**src/rtl/proc_turnaround_pkg.sv**
```systemverilog
// Shared types and sizing helpers for the pin turnaround block and its input filter.
package proc_turnaround_pkg;

    typedef enum logic [1:0] {
        ST_IN   = 2'd0,
        ST_DEAD = 2'd1,
        ST_OUT  = 2'd2
    } proc_state_t;

    // Bits needed for a counter that must hold the values 0..max_val (never less than 1).
    function automatic int cnt_width(input int max_val);
        int w;
        w = $clog2(max_val + 1);
        return (w < 1) ? 1 : w;
    endfunction

endpackage

```
**src/rtl/proc_turnaround_in_filter.sv**
```systemverilog
// One pin bit: 2-FF synchroniser followed by a stability filter that only runs while enabled.
module proc_in_filter
    import proc_turnaround_pkg::*;
#(
    parameter int FILTER_CYCLES = 3
) (
    input  logic clk,
    input  logic rst,
    input  logic en,
    input  logic pin_async,
    output logic pin_filt
);

    localparam int CW = cnt_width(FILTER_CYCLES);
    localparam logic [CW-1:0] CNT_MAX = CW'(FILTER_CYCLES);

    logic          sync1_q, sync1_d;
    logic          sync2_q, sync2_d;
    logic          filt_q, filt_d;
    logic [CW-1:0] cnt_q, cnt_d;

    always_comb begin
        sync1_d = pin_async;
        sync2_d = sync1_q;
        filt_d  = filt_q;
        cnt_d   = '0;
        // Counter stays cleared while disabled, so re-entry never inherits stale samples.
        if (en) begin
            if (cnt_q == CNT_MAX) begin
                filt_d = ~filt_q;
            end else if (sync2_q != filt_q) begin
                cnt_d = cnt_q + CW'(1);
            end
        end
    end

    always_ff @(posedge clk) begin
        if (rst) begin
            sync1_q <= 1'b0;
            sync2_q <= 1'b0;
            filt_q  <= 1'b0;
            cnt_q   <= '0;
        end else begin
            sync1_q <= sync1_d;
            sync2_q <= sync2_d;
            filt_q  <= filt_d;
            cnt_q   <= cnt_d;
        end
    end

    assign pin_filt = filt_q;

endmodule

```
**src/rtl/proc_turnaround.sv**
```systemverilog
// Bidirectional pin turnaround: IN/DEAD/OUT sequencing with a guaranteed enable gap,
// registered drive path and per-bit synchronised, filtered receive path.
module proc_turnaround
    import proc_turnaround_pkg::*;
#(
    parameter int WIDTH         = 16,
    parameter int DEAD_CYCLES   = 4,
    parameter int FILTER_CYCLES = 3
) (
    input  logic             clk,
    input  logic             rst,
    input  logic [WIDTH-1:0] virtual_out,
    output logic [WIDTH-1:0] internal_out,
    input  logic [WIDTH-1:0] internal_in,
    output logic [WIDTH-1:0] virtual_in,
    input  logic             dir_req,
    output logic             output_enable,
    output logic             input_enable,
    output logic             dir_ack,
    output logic             busy
);

    localparam int DW = cnt_width(DEAD_CYCLES);
    localparam logic [DW-1:0] DEAD_LOAD = DW'(DEAD_CYCLES - 1);

    proc_state_t      state_q, state_d;
    logic [DW-1:0]    dead_cnt_q, dead_cnt_d;
    logic [WIDTH-1:0] iout_q, iout_d;
    logic             oe_q, oe_d;
    logic             ie_q, ie_d;
    logic             busy_q, busy_d;
    logic             ack_q, ack_d;
    logic             filt_en;

    always_comb begin
        state_d    = state_q;
        dead_cnt_d = dead_cnt_q;
        case (state_q)
            ST_IN: begin
                if (dir_req) begin
                    state_d    = ST_DEAD;
                    dead_cnt_d = DEAD_LOAD;
                end
            end
            ST_OUT: begin
                if (!dir_req) begin
                    state_d    = ST_DEAD;
                    dead_cnt_d = DEAD_LOAD;
                end
            end
            ST_DEAD: begin
                // Dead time always runs to completion; only dir_req on the last cycle matters.
                if (dead_cnt_q == '0) begin
                    state_d = dir_req ? ST_OUT : ST_IN;
                end else begin
                    dead_cnt_d = dead_cnt_q - DW'(1);
                end
            end
            default: begin
                state_d    = ST_IN;
                dead_cnt_d = '0;
            end
        endcase

        oe_d   = (state_d == ST_OUT);
        ie_d   = (state_d == ST_IN);
        busy_d = (state_d == ST_DEAD);
        iout_d = oe_d ? virtual_out : '0;
        ack_d  = ((state_q == ST_OUT) && dir_req) || ((state_q == ST_IN) && !dir_req);
    end

    always_ff @(posedge clk) begin
        if (rst) begin
            state_q    <= ST_IN;
            dead_cnt_q <= '0;
            iout_q     <= '0;
            oe_q       <= 1'b0;
            ie_q       <= 1'b1;
            busy_q     <= 1'b0;
            ack_q      <= 1'b0;
        end else begin
            state_q    <= state_d;
            dead_cnt_q <= dead_cnt_d;
            iout_q     <= iout_d;
            oe_q       <= oe_d;
            ie_q       <= ie_d;
            busy_q     <= busy_d;
            ack_q      <= ack_d;
        end
    end

    assign filt_en = (state_q == ST_IN);

    generate
        for (genvar gi = 0; gi < WIDTH; gi++) begin : g_in_bit
            proc_in_filter #(
                .FILTER_CYCLES(FILTER_CYCLES)
            ) u_in_filter (
                .clk      (clk),
                .rst      (rst),
                .en       (filt_en),
                .pin_async(internal_in[gi]),
                .pin_filt (virtual_in[gi])
            );
        end
    endgenerate

    assign internal_out  = iout_q;
    assign output_enable = oe_q;
    assign input_enable  = ie_q;
    assign busy          = busy_q;
    assign dir_ack       = ack_q;

endmodule

```
**config.mk**
```make
export PLATFORM = sky130hd
export DESIGN_NAME = proc_turnaround
export DESIGN_NICKNAME = d
export VERILOG_FILES = /design/src/rtl/proc_turnaround_pkg.sv /design/src/rtl/proc_turnaround_in_filter.sv /design/src/rtl/proc_turnaround.sv
export SDC_FILE = /design/constraint.sdc
export NUM_CORES = 1
export LEC_CHECK = 0
export ABC_CLOCK_PERIOD_IN_PS = 2000
export CELL_PAD_IN_SITES_DETAIL_PLACEMENT = 1
export CELL_PAD_IN_SITES_GLOBAL_PLACEMENT = 2
export CORE_ASPECT_RATIO = 0.6
export CORE_MARGIN = 5
export CORE_UTILIZATION = 35
export CTS_CLUSTER_DIAMETER = 200
export DETAILED_ROUTE_END_ITERATION = 10
export PLACE_DENSITY = 0.82
export SYNTH_ARGS = -nofsm -noshare
export SYNTH_HDL_FRONTEND = slang
export SYNTH_SLANG_ARGS = --single-unit
```
**constraint.sdc**
```tcl
create_clock -name clk -period 2 [get_ports clk]
set_clock_uncertainty 0.05 [all_clocks]
set_input_delay 0.2 -clock clk [delete_from_list [all_inputs] [get_ports clk]]
set_output_delay 0.2 -clock clk [all_outputs]
set_load 0.1 [all_outputs]
```
== After elaboration in Yosys (flattened, before gate mapping) ==
Index checks and enable logic that the tools add are counted.

* Register bits: 105
* Input port bits: 35

* Add/subtract/negate cells: 17
* Eq/ne operators: 39
* Mux-type cells: 9
* Bitwise logic cells: 34
* Reductions and logical operators: 41

{| class="wikitable"
|+ Operator list
! kind !! count
|-
| OR reduction 4 bit || 16
|-
| equality test 2 bit (second input constant) || 18
|-
| inverter 1 bit || 34
|-
| adder 2 x 1 -> 2 bit (second input constant) || 16
|-
| AND reduction 2 bit || 16
|-
| != test 1 bit || 16
|-
| 2-to-1 mux 3 bit || 3
|-
| case mux 3 bit (3 select lines) || 1
|-
| 2-to-1 mux 2 bit || 4
|-
| != test 2 bit (second input constant) || 3
|-
| case mux 2 bit (3 select lines) || 1
|-
| equality test 2 x 1 -> 1 bit (second input constant) || 2
|-
| logical NOT 2 bit || 2
|-
| logical NOT 3 bit || 1
|-
| AND reduction 3 bit || 1
|-
| subtractor 3 x 1 -> 3 bit (second input constant) || 1
|-
| logical AND 1 bit || 2
|-
| OR reduction 2 bit || 1
|-
| logical NOT 1 bit || 1
|-
| logical OR 1 bit || 1
|}

== Logic depth before layout (Yosys ltp) ==
Gate-level depths: netlist of run 1.

* Word-level depth: 6
* Depth in mapped cells: 7
* Depth with buffers taken out: 6

== By module ==
From an unflattened synthesis of run 1, not the netlist that was laid out.

* Cells, all modules: 322
* Area total of the unflattened synthesis: 3849.9 µm²

{| class="wikitable"
|+ By module, submodules not included
! module !! instances !! cells an instance !! area each (µm²) !! seq. area each (µm²)
|-
| proc_in_filter || 16 || 15 || 183.9 || 100.1
|-
| proc_turnaround || 1 || 82 || 907.1 || 500.5
|}

== Least setup slack after synthesis of run 1 ==
OpenSTA, ideal clock, no wires.

* Path kind: register -> register
* Start: reg dead_cnt_q[0]
* End: reg dead_cnt_q[0]
* Library setup time: 0.106 ns
* Arrival: 1.454 ns
* Data required time: 1.844 ns
* Path slack: 0.390 ns
* Cell stages (with the launch flop): 6
* Path buffers: 0
* Path through: dfxtp_1 > inv_1 > ha_1 > ha_1 > or3b_2 > o311ai_0

* Cells in the longest elaborated chain, start to end: 3
* Elaborated cells between the ends (all ways): 6
* Those cells by class: 1 x add/sub; 1 x eq/ne; 2 x mux; 2 x reduce/logical

{| class="wikitable"
|+ RTL lines
! item !! RTL line !! source
|-
| start, declared || proc_turnaround.sv:27 || <nowiki>logic [DW-1:0] dead_cnt_q, dead_cnt_d;</nowiki>
|-
| start signal, assigned || proc_turnaround.sv:83 || <nowiki>dead_cnt_q <= dead_cnt_d;</nowiki>
|-
| subtractor 3 x 1 -> 3 bit / logical NOT 3 bit (equally long branches) || proc_turnaround.sv:56, proc_turnaround.sv:53 ||
|-
| 2-to-1 mux 3 bit / != test 2 bit (equally long branches) || -- ||
|-
| case mux 3 bit (3 select lines) / AND reduction 3 bit (equally long branches) || -- ||
|}

Several ways; a longest one is shown, not always the timed one. The select of a mux whose other input is x is not followed.
A chain may end at the register's enable or synchronous reset.

== Final worst setup path of run 1 ==
* Start: reg dead_cnt_q[0]
* End: reg ie_q (netlist: input_enable)

* Cells in the longest elaborated chain, start to end: 4

{| class="wikitable"
|+ RTL lines
! item !! RTL line !! source
|-
| logical NOT 3 bit || proc_turnaround.sv:53 || <nowiki>if (dead_cnt_q == '0) begin</nowiki>
|-
| 2-to-1 mux 2 bit || proc_turnaround.sv:53 ||
|-
| case mux 2 bit (3 select lines) || proc_turnaround.sv:38 || <nowiki>case (state_q)</nowiki>
|-
| logical NOT 2 bit || proc_turnaround.sv:66 || <nowiki>ie_d = (state_d == ST_IN);</nowiki>
|-
| end signal, assigned || proc_turnaround.sv:86 || <nowiki>ie_q <= ie_d;</nowiki>
|-
| end, declared || proc_turnaround.sv:30 || <nowiki>logic ie_q, ie_d;</nowiki>
|}

No other way between the ends.

==> flow_summary_export.csv, run 1 <==
group,metric,value,unit
worst_setup_path,worstSetupPathType,"register to register",
placement,detailedPlacementHpwl,5630,um
detailed_routing,drt_iter0_markers,38,
synth,complex_gate_fraction_of_the_synthesized_area,2.14,%
placement,portBuffers,70,
detailed_routing,postRouteAntennaNets,0,
global_routing,global_route.usage.met1,14.5,%
min_path,worstHoldPathCells,2,
sta,maxClockFrequency,566,MHz
clocking,clock_sinks,105,
synth,ys_dominant_reg_cell,"dfxtp_1",
synth,syn_area_per_cell,12.3,um^2
worst_setup_path,critical_path.n_buffers_inverters,1,
sta,hold_viol_final,0,
worst_setup_path,timing.critical_path.from,"dead_cnt_q[0]",
global_routing,global_route.usage.met3,5.11,%
global_routing,grt_start_max_net_pins,31,
worst_setup_path,worst_setup_path_start_kind,"register",
finish,combined_area_of_the_multi_input_logic_cells,1740,um^2
flow_run,cap_violations,0,
power,power,4.50,mW
placement,gp_congestion,0.674,
detailed_routing,first_pass_iters,4,
power,swShare,25.7,%
global_routing,met2_usage,20.6,%
sta,final_max_slew_viol_count,0,
die,initial_utilization,36.0,%
power,total_leakage_power,1.89,nW
worst_setup_path,worstReg2RegStart,"dead_cnt_q[0]",
clocking,cts_buffer_depth,2,
worst_setup_path,timing.critical_path.max_delay_family,"simple AND/OR/NAND/NOR gates",
die,rows,30,
finish,post_layout_nonfiller_instances,554,
synth,synthMuxAreaShare,0.244,%
synth,synth_fp_nets,385,
synth,syn-instance-count,332,
global_routing,vias_in_the_first_global_route,2707,
power,power_per_cell_area,894,nW/um^2
clocking,clock_slew_at_reported_path_ffs,0.07,ns
synth,post_synth_fa_ha_maj_area_fraction,5.50,%
worst_setup_path,critical_path_required,2.18,ns
synth,ys_seq_area_share,51.3,%
finish,finalNetCount,442,
power,part_of_the_power_in_combinational_logic,12.9,%
worst_setup_path,regToRegEndpoint,"input_enable",
placement,dp.cells,538,
clocking,cts-htree-levels,3,
global_routing,global_route.overflow_total,0,
power,power.share.clock,38.1,%
clocking,clockRootBuffer,"clkbuf_16",
sta,worst_slew_margin_rel,66.1,%
power,p_int,3.34,mW
sta,post-route-min-period,1.77,ns
clocking,post_cts_resized,0,
worst_setup_path,ff2ff_setup_slack,0.23,ns
power,net-switching-power,1.15,mW
synth,number_of_synthesized_register_bits,105,
finish,seqCellArea,2100,um^2
power,seq_power_share,49.0,%
sta,rsz0062_at_grt,"false",
worst_setup_path,worst_r2r_path_depth,6,
clocking,insertion_delay,0.35,ns
worst_setup_path,worstPathMaxFanout,4,
outcome,result_of_the_run,"complete, no violations",
clocking,cts_hold_buffers,0,
global_routing,grt_use_total,12.4,%
global_routing,grt_most_used_layer,"met2",
synth,main_combinational_cell_family_by_area_after_synthesis,"simple AND/OR/NAND/NOR gates",
detailed_routing,vias,2449,
detailed_routing,routed_wl,7940,um
min_path,min-delay-path-class,"input port to register",
finish,area_growth_syn_to_layout,22.8,%
synth,synth.distinct_cells,33,
worst_setup_path,crit_chain,"inv_1, ha_1, ha_1, or3b_2, o2bb2ai_1, nor2_1",
clocking,postCtsSetupRepairBufs,0,
worst_setup_path,critPathMaxStageDelay,0.50,ns
detailed_routing,post_drt_via_cell_ratio,4.42,
synth,synthesis.yosys.warnings,0,
die,fp.dieH,93.8,um
synth,synthSimpleGateAreaFrac,27.5,%
worst_setup_path,worstSetupPathDepth,6,
die,floorplan.die_area,14000,um^2
detailed_routing,drc,0,
die,placeableCoreArea,11400,um^2
clocking,cts_inserted_buffers,9,
synth,synth-edff-count,0,
sta,worst-slew-pin-transition,0.506,ns
worst_setup_path,worst_ep_arrival_time,1.94,ns
global_routing,grt_antenna_before_repair,0,
sta,final_setup_viols,0,
sta,setup_tns,0,ns
clocking,tritoncts,"built",
detailed_routing,routed_length_per_placed_instance,14.3,um
synth,mappedNetlistArea,4100,um^2
synth,xor_xnor_share_of_the_synthesized_area,7.06,%
worst_setup_path,crit_path_end,"input_enable",
global_routing,grt_pass1_wl,13400,um
finish,layout.filler_cells,1229,
worst_setup_path,cpMaxStageDelayCell,"or3b_2",
sta,fin_crit_sh,88.4,%
finish,insertedDiodeCount,0,
finish,drive_above_1_share,24.1,%
worst_setup_path,crit_path_frequent_cell,"ha_1",
power,vdd_ir_drop_max,0.000484,V
synth,synth_async_sr_flop_share,0,%
die,floorplan.die.width,150,um
worst_setup_path,crit_path_end_kind,"register",
die,io_pins,71,
==> per-layer routing <==
layer	part of all wire, %	vias to the layer above
li1	-	1208
met2	49	44
met5	0	-
met4	1.4	0
met3	5.1	12
met1	45	1185
==> cells by family after synthesis <==
family,count (synthesis)
adder cells (fa/ha/maj),18
AO/OA/AOI/OAI,11
buffers and inverters,39
multiplexers,1
flip-flops,105
AND/OR/NAND/NOR,125
XOR/XNOR,33
==> through the flow <==
step | worst slack (ns) | hold slack [ns] | util, % | cell area, um^2
5_1_grt | 0.107 | 0.113 | 44.2 | 5030
4_1_cts | 0.210 | 0.113 | 44.2 | 5030
3_5_place_dp | 0.245 | 0.378 | 41.7 | 4740
2_1_floorplan | 0.390 | 0.272 | - | 4100
3_3_place_gp | 0.310 | 0.370 | 41.7 | 4740
6_report | 0.232 | 0.124 | 44.2 | 5030
==> cell usage after synthesis (2+ instances only) <==
library cell  instances  area [um^2]
xnor2_1              32          280
nor4b_4              14          333
nor4b_1               2         17.5
nor3b_1              16          120
nor4_2               13          163
nor2b_1              33          206
buf_4                16          120
o2bb2ai_1             2         17.5
a21oi_1               3         15.0
nand2b_1              2         12.5
dfxtp_1             105         2100
buf_6                 3         33.8
clkbuf_1              9         33.8
inv_1                 6         22.5
nor4_4                3         63.8
buf_2                 2         10.0
buf_8                 2         30.0
nor3_1                2         10.0
o221a_2               2         22.5
ha_1                 18          225
and2_1               16          100
nor2_1               20         75.1
==> power by group through the flow <==
stage	clock, mW	combinational (mW)	sequential (mW)
2_1_floorplan	0	0.289	2.39
3_3_place_gp	0	0.571	2.25
3_5_place_dp	0	0.584	2.25
4_1_cts	1.79	0.589	2.21
5_1_grt	1.89	0.623	2.21
6_report	1.71	0.579	2.20
==> cell type report <==
type,instances,share of cell area [%]
clock buffers,11,4.63
clock inverters,5,1.12
inverters,6,0.448
multi-input cells,188,34.6
flip-flops and latches,105,41.8
well taps,160,3.98
repair buffers,79,13.4
==> registers in the layout, summed over array words and instances (netlist names) <==
name,count
g_in_bit.u_in_filter.cnt_q,32
g_in_bit.u_in_filter.pin_filt,16
g_in_bit.u_in_filter.sync1_q,16
g_in_bit.u_in_filter.sync2_q,16
internal_out,16
dead_cnt_q,3
state_q,2
busy,1
dir_ack,1
input_enable,1
output_enable,1
==> cells in the final DEF, fill, tap and decap left out, types with 2 or more instances in the layout <==
cell type and n:
nor2b_1 33, clkinv_2 2, and2_1 16, buf_4 45, nor3_1 2, nor3b_1 16, nor2_1 20, ha_1 18
dfxtp_1 105, clkbuf_1 2, xnor2_1 32, nor4b_4 14, nand2b_1 2, clkbuf_16 9, o221a_2 2, o2bb2ai_1 2
inv_1 6, nor4b_1 2, a21oi_1 3, nor4_2 13, nor4_4 3, clkdlybuf4s50_1 33
==> worst min path at each step <==
stage	startpoint	endpoint	slack, ns
after floorplan	virtual_out[0]	internal_out[0]	0.27
after global placement	g_in_bit[2].u_in_filter.sync1_q	g_in_bit[2].u_in_filter.sync2_q	0.37
after detailed placement	g_in_bit[1].u_in_filter.sync1_q	g_in_bit[1].u_in_filter.sync2_q	0.38
after global routing	rst	g_in_bit[6].u_in_filter.sync1_q	0.11
final	rst	g_in_bit[10].u_in_filter.pin_filt	0.12
after CTS	rst	g_in_bit[10].u_in_filter.pin_filt	0.11
No activity file was read; power rests on OpenSTA's default activity.
==> run 2: changes to the inputs <==
- RECOVER_POWER: default -> 50
- SKIP_CTS_REPAIR_TIMING: default -> 1
==> run 2 against run 1 <==
Sequential share of layout area grew 0.66 points. Setup slack lost 0.0026 ns. Core utilization shrank 0.68 points. Worst hold slack gained 0.098 ns. Clock power is essentially flat. Final cell count is the same. Largest power group unchanged. Routed wire length shrank 0.24%. Final area shrank 1.5%. Flip-flop and latch count is the same. Total power shrank 0.35%. Via count shrank 0.16%.
==> flow_summary_export.csv, run 2 (synthesized netlist as in run 1, its figures left out) <==
group,metric,value,unit
worst_setup_path,timing.critical_path.from,"dead_cnt_q[0]",
die,fp.dieH,93.8,um
sta,fin_crit_sh,88.5,%
worst_setup_path,regToRegEndpoint,"input_enable",
die,floorplan.die.width,150,um
worst_setup_path,worst_setup_path_start_kind,"register",
worst_setup_path,cpMaxStageDelayCell,"or3b_2",
finish,insertedDiodeCount,0,
global_routing,grt_pass1_wl,13400,um
finish,largest_register_ffs,32,
worst_setup_path,critical_path.n_buffers_inverters,1,
global_routing,global_route.overflow_total,0,
sta,setup_tns,0,ns
clocking,cts_inserted_buffers,9,
sta,rsz0062_at_grt,"false",
worst_setup_path,worst_r2r_path_depth,6,
placement,portBuffers,70,
sta,worst-slew-pin-transition,0.829,ns
die,io_pins,71,
finish,drive_above_1_share,23.6,%
finish,layout.cells.most_common_list,"dfxtp_1 (105), nor2b_1 (33), xnor2_1 (32), clkdlybuf4s50_1 (32), clkbuf_2 (29)",
sta,final_setup_viols,0,
detailed_routing,first_pass_iters,4,
power,total_leakage_power,1.86,nW
detailed_routing,vias,2445,
sta,hold_viol_final,0,
clocking,clockRootBuffer,"clkbuf_16",
power,vdd_ir_drop_max,0.000478,V
finish,layout.filler_cells,1234,
finish,finalNetCount,442,
worst_setup_path,crit_path_end_kind,"register",
detailed_routing,routed_length_per_placed_instance,14.3,um
die,placeableCoreArea,11400,um^2
detailed_routing,drc,0,
worst_setup_path,worstSetupPathDepth,6,
worst_setup_path,worstReg2RegStart,"dead_cnt_q[0]",
min_path,min-delay-path-class,"input port to register",
sta,post-route-min-period,1.77,ns
finish,final_common_cell,"dfxtp_1",
power,power_per_cell_area,905,nW/um^2
die,floorplan.die_area,14000,um^2
clocking,cts-htree-levels,3,
detailed_routing,routed_wl,7920,um
detailed_routing,post_drt_via_cell_ratio,4.41,
finish,finalInstanceArea,4950,um^2
worst_setup_path,worstPathMaxFanout,4,
global_routing,vias_in_the_first_global_route,2707,
global_routing,grt_antenna_before_repair,0,
worst_setup_path,crit_chain,"inv_1, ha_1, ha_1, or3b_2, o2bb2ai_1, nor2_1",
placement,gp_congestion,0.674,
detailed_routing,drt_iter0_markers,54,
placement,post_dp_cell_area,4740,um^2
min_path,min_delay_worst_endpoint,"g_in_bit[10].u_in_filter.pin_filt",
global_routing,grt_start_max_net_pins,31,
worst_setup_path,crit_path_frequent_cell,"ha_1",
detailed_routing,postRouteAntennaNets,0,
worst_setup_path,worstSetupPathType,"register to register",
flow_run,cap_violations,0,
finish,post_layout_nonfiller_instances,554,
worst_setup_path,ff2ff_setup_slack,0.23,ns
clocking,tritoncts,"built",
worst_setup_path,critPathMaxStageDelay,0.50,ns
sta,final_max_slew_viol_count,0,
clocking,insertion_delay,0.35,ns
outcome,result_of_the_run,"complete, no violations",
die,rows,30,
clocking,cts_buffer_depth,2,
min_path,timing.hold.worst.start,"rst",
clocking,clock_sinks,105,
worst_setup_path,critical_path_required,2.18,ns
finish,top_reg_by_flops,"g_in_bit.u_in_filter.cnt_q",
placement,dp.cells,538,
sta,maxClockFrequency,565,MHz
worst_setup_path,timing.critical_path.max_delay_family,"simple AND/OR/NAND/NOR gates",
die,initial_utilization,36.0,%
worst_setup_path,worst_ep_arrival_time,1.95,ns
min_path,worstHoldPathCells,2,
global_routing,grt_use_total,12.4,%
clocking,clock_slew_at_reported_path_ffs,0.07,ns
placement,detailedPlacementHpwl,5630,um
finish,area_growth_syn_to_layout,20.9,%
sta,worst_slew_margin_rel,44.7,%
[run 2: cell types whose count changed in the layout (fill, tap and decap cells not counted), sizes merged]
cell and change:
dlygate4sd3 +1, clkdlybuf4s50 -1, buf -31, clkbuf +31
[run 2: how the worst max path moves through the flow]
stage | end | slack [ns]
floorplan | dead_cnt_q[0] | 0.39
global placement | dead_cnt_q[0] | 0.31
detailed placement | dead_cnt_q[0] | 0.25
CTS | dead_cnt_q[0] | 0.21
global route | input_enable | 0.10
finish | input_enable | 0.23
[run 2: layout make-up]
class                           count  area (um^2)  area share, %
Inverter                            6         22.5          0.455
Tap cell                          160          200           4.04
Clock buffer                       11          233           4.70
Clock inverter                      5         56.3           1.14
Sequential cell                   105         2100           42.5
Multi-Input combinational cell    188         1740           35.2
Timing Repair Buffer               79          596           12.0
[run 2: power by group]
group / total (mW) / internal, mW / switching (mW)
sequential: 2.20 / 2.17 / 0.0358
combinational: 0.565 / 0.190 / 0.375
clock: 1.71 / 0.969 / 0.742
total: 4.48 / 3.33 / 1.15
[run 2: through the flow]
step | util (%) | power, mW | hold slack [ns] | worst slack [ns]
2_1_floorplan | - | 2.68 | 0.272 | 0.390
3_3_place_gp | 41.7 | 2.82 | 0.370 | 0.310
3_5_place_dp | 41.7 | 2.84 | 0.378 | 0.245
4_1_cts | 44.2 | 4.58 | 0.113 | 0.210
5_1_grt | 43.5 | 4.71 | 0.224 | 0.103
6_report | 43.5 | 4.48 | 0.222 | 0.229
[run 2: metal layers]
metal  wire length [um]  GRT usage (%)  share of wire, %  up-vias
met1               3550           14.5                45     1179
li1                   -              -                 -     1210
met3                389           5.11               4.9       12
met5                  0              0                 0        -
met4                108           4.57               1.4        0
met2               3870           20.6                49       44
==> run 3: changes to the inputs <==
- TNS_END_PERCENT: default -> 50
==> results of run 3 <==
No change in the layout: final DEF, timing and power equal those of run 2.
